[src/rtl/div_sequencer.sv]
// Sequencer around the combinational restoring divider array.
// Captures magnitudes, waits for the array to settle, then sign-corrects into HI/LO.
module div_sequencer #(
   parameter int SETTLE_CYCLES = 2
) (
   input  logic        clock,
   input  logic        clear,
   input  logic        start,
   input  logic        signed_op,
   input  logic [31:0] dividend,
   input  logic [31:0] divisor,
   output logic [31:0] div_q_out,
   output logic [31:0] div_m_out,
   input  logic [31:0] div_quot_in,
   input  logic [31:0] div_rem_in,
   output logic        busy,
   output logic        done,
   output logic        div_by_zero,
   output logic [31:0] HI_out,
   output logic [31:0] LO_out
);

   localparam int CW = (SETTLE_CYCLES < 2) ? 1 : $clog2(SETTLE_CYCLES + 1);

   typedef enum logic [1:0] {
      IDLE,
      WAIT,
      WRITE
   } state_t;

   state_t          state, state_nx;
   logic [CW-1:0]   cnt;
   logic            neg_q, neg_r, byp, zdiv;
   logic            accept, last;
   logic            neg_a, neg_b;
   logic [31:0]     amag, bmag;
   logic [31:0]     raw_q, raw_r;
   logic [31:0]     lo_nx, hi_nx;
   logic            ge;

   assign accept = (state == IDLE) && start;
   assign last   = (state == WAIT) && (cnt == '0);
   assign busy   = (state != IDLE);
   assign done   = (state == WRITE);

   assign neg_a = signed_op & dividend[31];
   assign neg_b = signed_op & divisor[31];
   assign amag  = neg_a ? -dividend : dividend;
   assign bmag  = neg_b ? -divisor : divisor;

   // the array cannot handle a divisor of 2^31 or more; one compare suffices
   always_comb begin
      ge    = (div_q_out >= div_m_out);
      raw_q = div_quot_in;
      raw_r = div_rem_in;
      if (byp) begin
         raw_q = {31'b0, ge};
         raw_r = ge ? (div_q_out - div_m_out) : div_q_out;
      end
      lo_nx = neg_q ? -raw_q : raw_q;
      hi_nx = neg_r ? -raw_r : raw_r;
      if (zdiv) begin
         lo_nx = 32'hFFFF_FFFF;
         hi_nx = neg_r ? -div_q_out : div_q_out;
      end
   end

   always_comb begin
      state_nx = state;
      unique case (state)
         IDLE:    if (start) state_nx = WAIT;
         WAIT:    if (cnt == '0) state_nx = WRITE;
         WRITE:   state_nx = IDLE;
         default: state_nx = IDLE;
      endcase
   end

   always_ff @(posedge clock or posedge clear) begin
      if (clear) begin
         state <= IDLE;
      end else begin
         state <= state_nx;
      end
   end

   always_ff @(posedge clock or posedge clear) begin
      if (clear) begin
         cnt         <= '0;
         div_q_out   <= '0;
         div_m_out   <= '0;
         neg_q       <= 1'b0;
         neg_r       <= 1'b0;
         byp         <= 1'b0;
         zdiv        <= 1'b0;
         div_by_zero <= 1'b0;
         HI_out      <= '0;
         LO_out      <= '0;
      end else begin
         if (accept) begin
            cnt         <= CW'(SETTLE_CYCLES);
            div_q_out   <= amag;
            div_m_out   <= bmag;
            neg_q       <= signed_op & (dividend[31] ^ divisor[31]);
            neg_r       <= neg_a;
            byp         <= (divisor == '0) | bmag[31];
            zdiv        <= (divisor == '0);
            div_by_zero <= 1'b0;
         end else if ((state == WAIT) && (cnt != '0)) begin
            cnt <= cnt - CW'(1);
         end
         if (last) begin
            LO_out      <= lo_nx;
            HI_out      <= hi_nx;
            div_by_zero <= zdiv;
         end
      end
   end

endmodule
[config.mk]
export PLATFORM = sky130hd
export DESIGN_NAME = div_sequencer
export DESIGN_NICKNAME = d
export VERILOG_FILES = /design/src/rtl/div_sequencer.sv
export SDC_FILE = /design/constraint.sdc
export NUM_CORES = 1
export LEC_CHECK = 0
export CAP_MARGIN = 20
export CORE_ASPECT_RATIO = 1.1
export CORE_MARGIN = 1.5
export CORE_UTILIZATION = 47
export CTS_CLUSTER_DIAMETER = 30
export DETAILED_ROUTE_END_ITERATION = 10
export GPL_TIMING_DRIVEN = 0
export PLACE_DENSITY_LB_ADDON = 0.15
export SETUP_SLACK_MARGIN = 0.4
export SLEW_MARGIN = 30
export SYNTH_ARGS = -nofsm -noshare
export SYNTH_HDL_FRONTEND = slang
export SYNTH_SLANG_ARGS = --single-unit
[constraint.sdc]
create_clock -name clock -period 4.4 [get_ports clock]
set_input_delay 0.88 -clock clock [delete_from_list [all_inputs] [get_ports clock]]
set_output_delay 0.88 -clock clock [all_outputs]
set_load 0.01 [all_outputs]
==> results.toml <==
[global_route]
grt_pass1_vias = 12780
track_usage_pct = 34.45
grt_pass1_wl_microns = 69590
overflow = 0
antenna_found_initial = 0
grt_max_degree = 31

[worst_setup_path]
cp-end-kind = "flop"
timing.rr.start = "div_q_out[0]"
cp-start-kind = "flop"
r2r_cells = 19
worstPathArrival_ps = 4430
cp.required_ps = 4690
timing.rr.end = "HI_out[29]"
ff2ff_setup_slack_ps = 250
critPathKind = "reg2reg"
cp_max_fo = 10

[yosys]
synth_compound_area_share_pct = 27.46
ys_ff_latch = 137
syn-num-nets = 1718
ys_types = 87
synthFlopType = "dfrtp_1"
yosysWarningCount = 0
muxShareOfSynthArea_pct = 1.673
synth_fa_ha_area_share_pct = 4.221
synth_edf_count = 0
yosys.area_share.simple_pct = 22.07
synthArstFlopShare_pct = 100.0
ys_seq_area_share_pct = 29.20
syn-instance-count = 1547
synth_xor_area_share_pct = 10.15
synth_top_family_by_area = "compound AO/OA/AOI/OAI gates"
post_synth.cell_area_avg_sq_um = 7.588
synth_area_sq_um = 11740

[floorplanning]
die_w_microns = 153.7
die-area_sq_um = 25930
core_sq_um = 24470
die_h_microns = 168.8
start_util_pct = 47.97
row_count = 60
pin_count = 263

[worst_hold_path]
whs_endpoint = "HI_out[1]"
hp-class = "reg2reg"
hold_path_depth = 2
hold_start = "HI_out[1]"

[final_layout]
finalNetCount = 2111
fin_cells = 2263
fill_cells = 2011
area_growth_pct = 47.47
drive_gt1_share_pct = 17.97
n_antenna_cell = 0

[job]
cap_violations = 0

[timing]
timing.final.crit_share_pct = 94.26
skew_ps = 15.82
period_needed_ps = 4147
rsz0062_at_grt = "yes"
drv_slew = 0
hold_viol = 0
worst_pin_slew_ps = 935.4
max_slew_margin_pct = 37.64
setup_viol = 0
max_freq_mhz = 241.1

[routing]
vias_per_cell = 6.004
drtPass1Iterations = 5
detail-route-antenna-nets = 0
wirelength_microns = 47520
post_drt_wl_per_cell_microns = 21.00
drtIter0Drc = 975
drc_errors = 0
dr_total_vias = 13587

[cts]
numCtsBuffers = 17
tritoncts = "done"
root_buffer = "clkbuf_16"
ctsHoldBuffers = 0
cts.htree.levels = 4
insertion_delay_ps = 430
cts.path.max_buffers = 2
clk_pin_slew_worst_paths_ps = 70
clkSinkCount = 137

[pwr]
power_density_nw_per_um2 = 930.4
total_power_w = 0.01611
power_leakage_nw = 6.798
peakVddDrop_mv = 0.3710

[placed_design]
gp_congestion = 0.9227
place_hpwl_microns = 35610
port_buffers = 262
dp_cells = 2124

[outcome]
status = "finished clean"
## metrics by stage
stage | worst slack (ps) | utilization, % | TNS [ps] | hold slack, ps | area (sq um)
after detailed placement | -716.5 | 60.85 | -7106 | 463.4 | 14890
after floorplan | 413.2 | - | 0 | 472.9 | 11770
final | 252.7 | 70.74 | 0 | 472.3 | 17310
after global placement | -709.2 | 60.38 | -7065 | 462.1 | 14780
after global routing | 56.28 | 70.74 | 0 | 486.0 | 17310
after CTS | 380.0 | 67.10 | 0 | 478.7 | 16420
## worst max-delay path by stage
stage	end	slack (ps)	startpoint	depth (start not counted)
floorplan	HI_out[18]	410	div_q_out[0]	18
global placement	LO_out[30]	-710	div_q_out[9]	20
detailed placement	LO_out[30]	-720	div_q_out[9]	20
CTS	LO_out[30]	380	div_q_out[0]	22
global route	HI_out[26]	60	div_m_out[11]	21
finish	HI_out[29]	250	div_q_out[0]	19
## Yosys cell counts (16+ instances only)
master | number | area, sq um
ha_1 | 38 | 475.5
a31oi_1 | 31 | 193.9
nand2_1 | 248 | 930.9
clkbuf_1 | 60 | 225.2
inv_1 | 67 | 251.5
dfrtp_1 | 137 | 3428
nand4_1 | 20 | 125.1
o21a_1 | 24 | 180.2
a21oi_1 | 112 | 560.5
nor3_1 | 25 | 125.1
xnor2_1 | 71 | 621.9
nor2_1 | 111 | 416.7
nand3_1 | 30 | 150.1
o21ai_0 | 184 | 920.9
xor2_1 | 65 | 569.3
nor4_1 | 16 | 100.1
o31ai_1 | 40 | 300.3
## where the power goes
| group | internal (W) | switching, W | leakage [nW] |
|---|---|---|---|
| Clock | 0.000856 | 0.000629 | 0.277 |
| Combinational | 0.00547 | 0.00663 | 4.90 |
| Sequential | 0.00189 | 0.000627 | 1.62 |
## cell type report
class,count,area (sq um),share of cell area (%)
Multi-Input combinational cell,1259,8610,49.73
Timing Repair Buffer,374,3552,20.52
Sequential cell,137,3468,20.03
Buffer,84,449.2,2.595
Clock buffer,19,442.9,2.559
Tap cell,310,387.9,2.241
Inverter,67,257.7,1.489
Clock inverter,13,143.9,0.8312
## flip-flops by register name, summed over array words and instances, names as in the netlist
signal       cells
cnt              2
byp              1
div_m_out       32
zdiv             1
state            2
neg_q            1
div_q_out       32
div_by_zero      1
neg_r            1
LO_out          32
HI_out          32
## cells by family after synthesis
kind of cell	count (synthesis)
muxes	18
DFF	137
and+or+nand+nor	552
adders and majority gates	39
buffers and inverters	151
xor gates and xnor gates	136
AOI/OAI and AO/OA	514
## what timing repair did
item                                    4_1_cts  5_1_grt
setup buffers                                56       51
resized for setup                           134      118
endpoints found under the setup margin       47       41
gates cloned                                  0        0
pin swaps                                    18       74
## cell usage in the layout (no fill, tap or decap), types with 24 or more instances in the layout
cell type	instances
a21oi_1	105
ha_4	24
dfrtp_2	32
o21ai_0	164
nand2_1	241
dfrtp_1	105
a31oi_1	25
nor2_1	102
nor3_1	24
buf_4	105
inv_1	62
nand3_1	26
xnor2_1	71
clkbuf_1	54
clkdlybuf4s50_1	262
xor2_1	65
o31ai_1	31
o21a_1	24
## per-layer routing
layer | GRT usage [%] | wire, microns | part of all wire, %
met5 | 0 | 0 | 0
met4 | 17.56 | 2379 | 5.0
met1 | 42.34 | 19350 | 41
met3 | 4.583 | 3186 | 6.7
met2 | 59.28 | 22600 | 48
## worst max-delay path, cell delays in order, from the launching register on
cell,delay (ps)
dfrtp_2,410
inv_4,60
ha_4,160
fa_2,360
nand2b_4,160
a21oi_4,190
o211ai_4,150
buf_6,150
a31o_4,230
buf_8,140
buf_6,150
a41oi_2,250
o31ai_4,150
nor4_4,270
nand4_2,180
nand2b_4,180
buf_8,140
o41a_1,410
xor2_1,140
a21oi_1,80
Note: power is estimated with default switching activity, not from simulation.
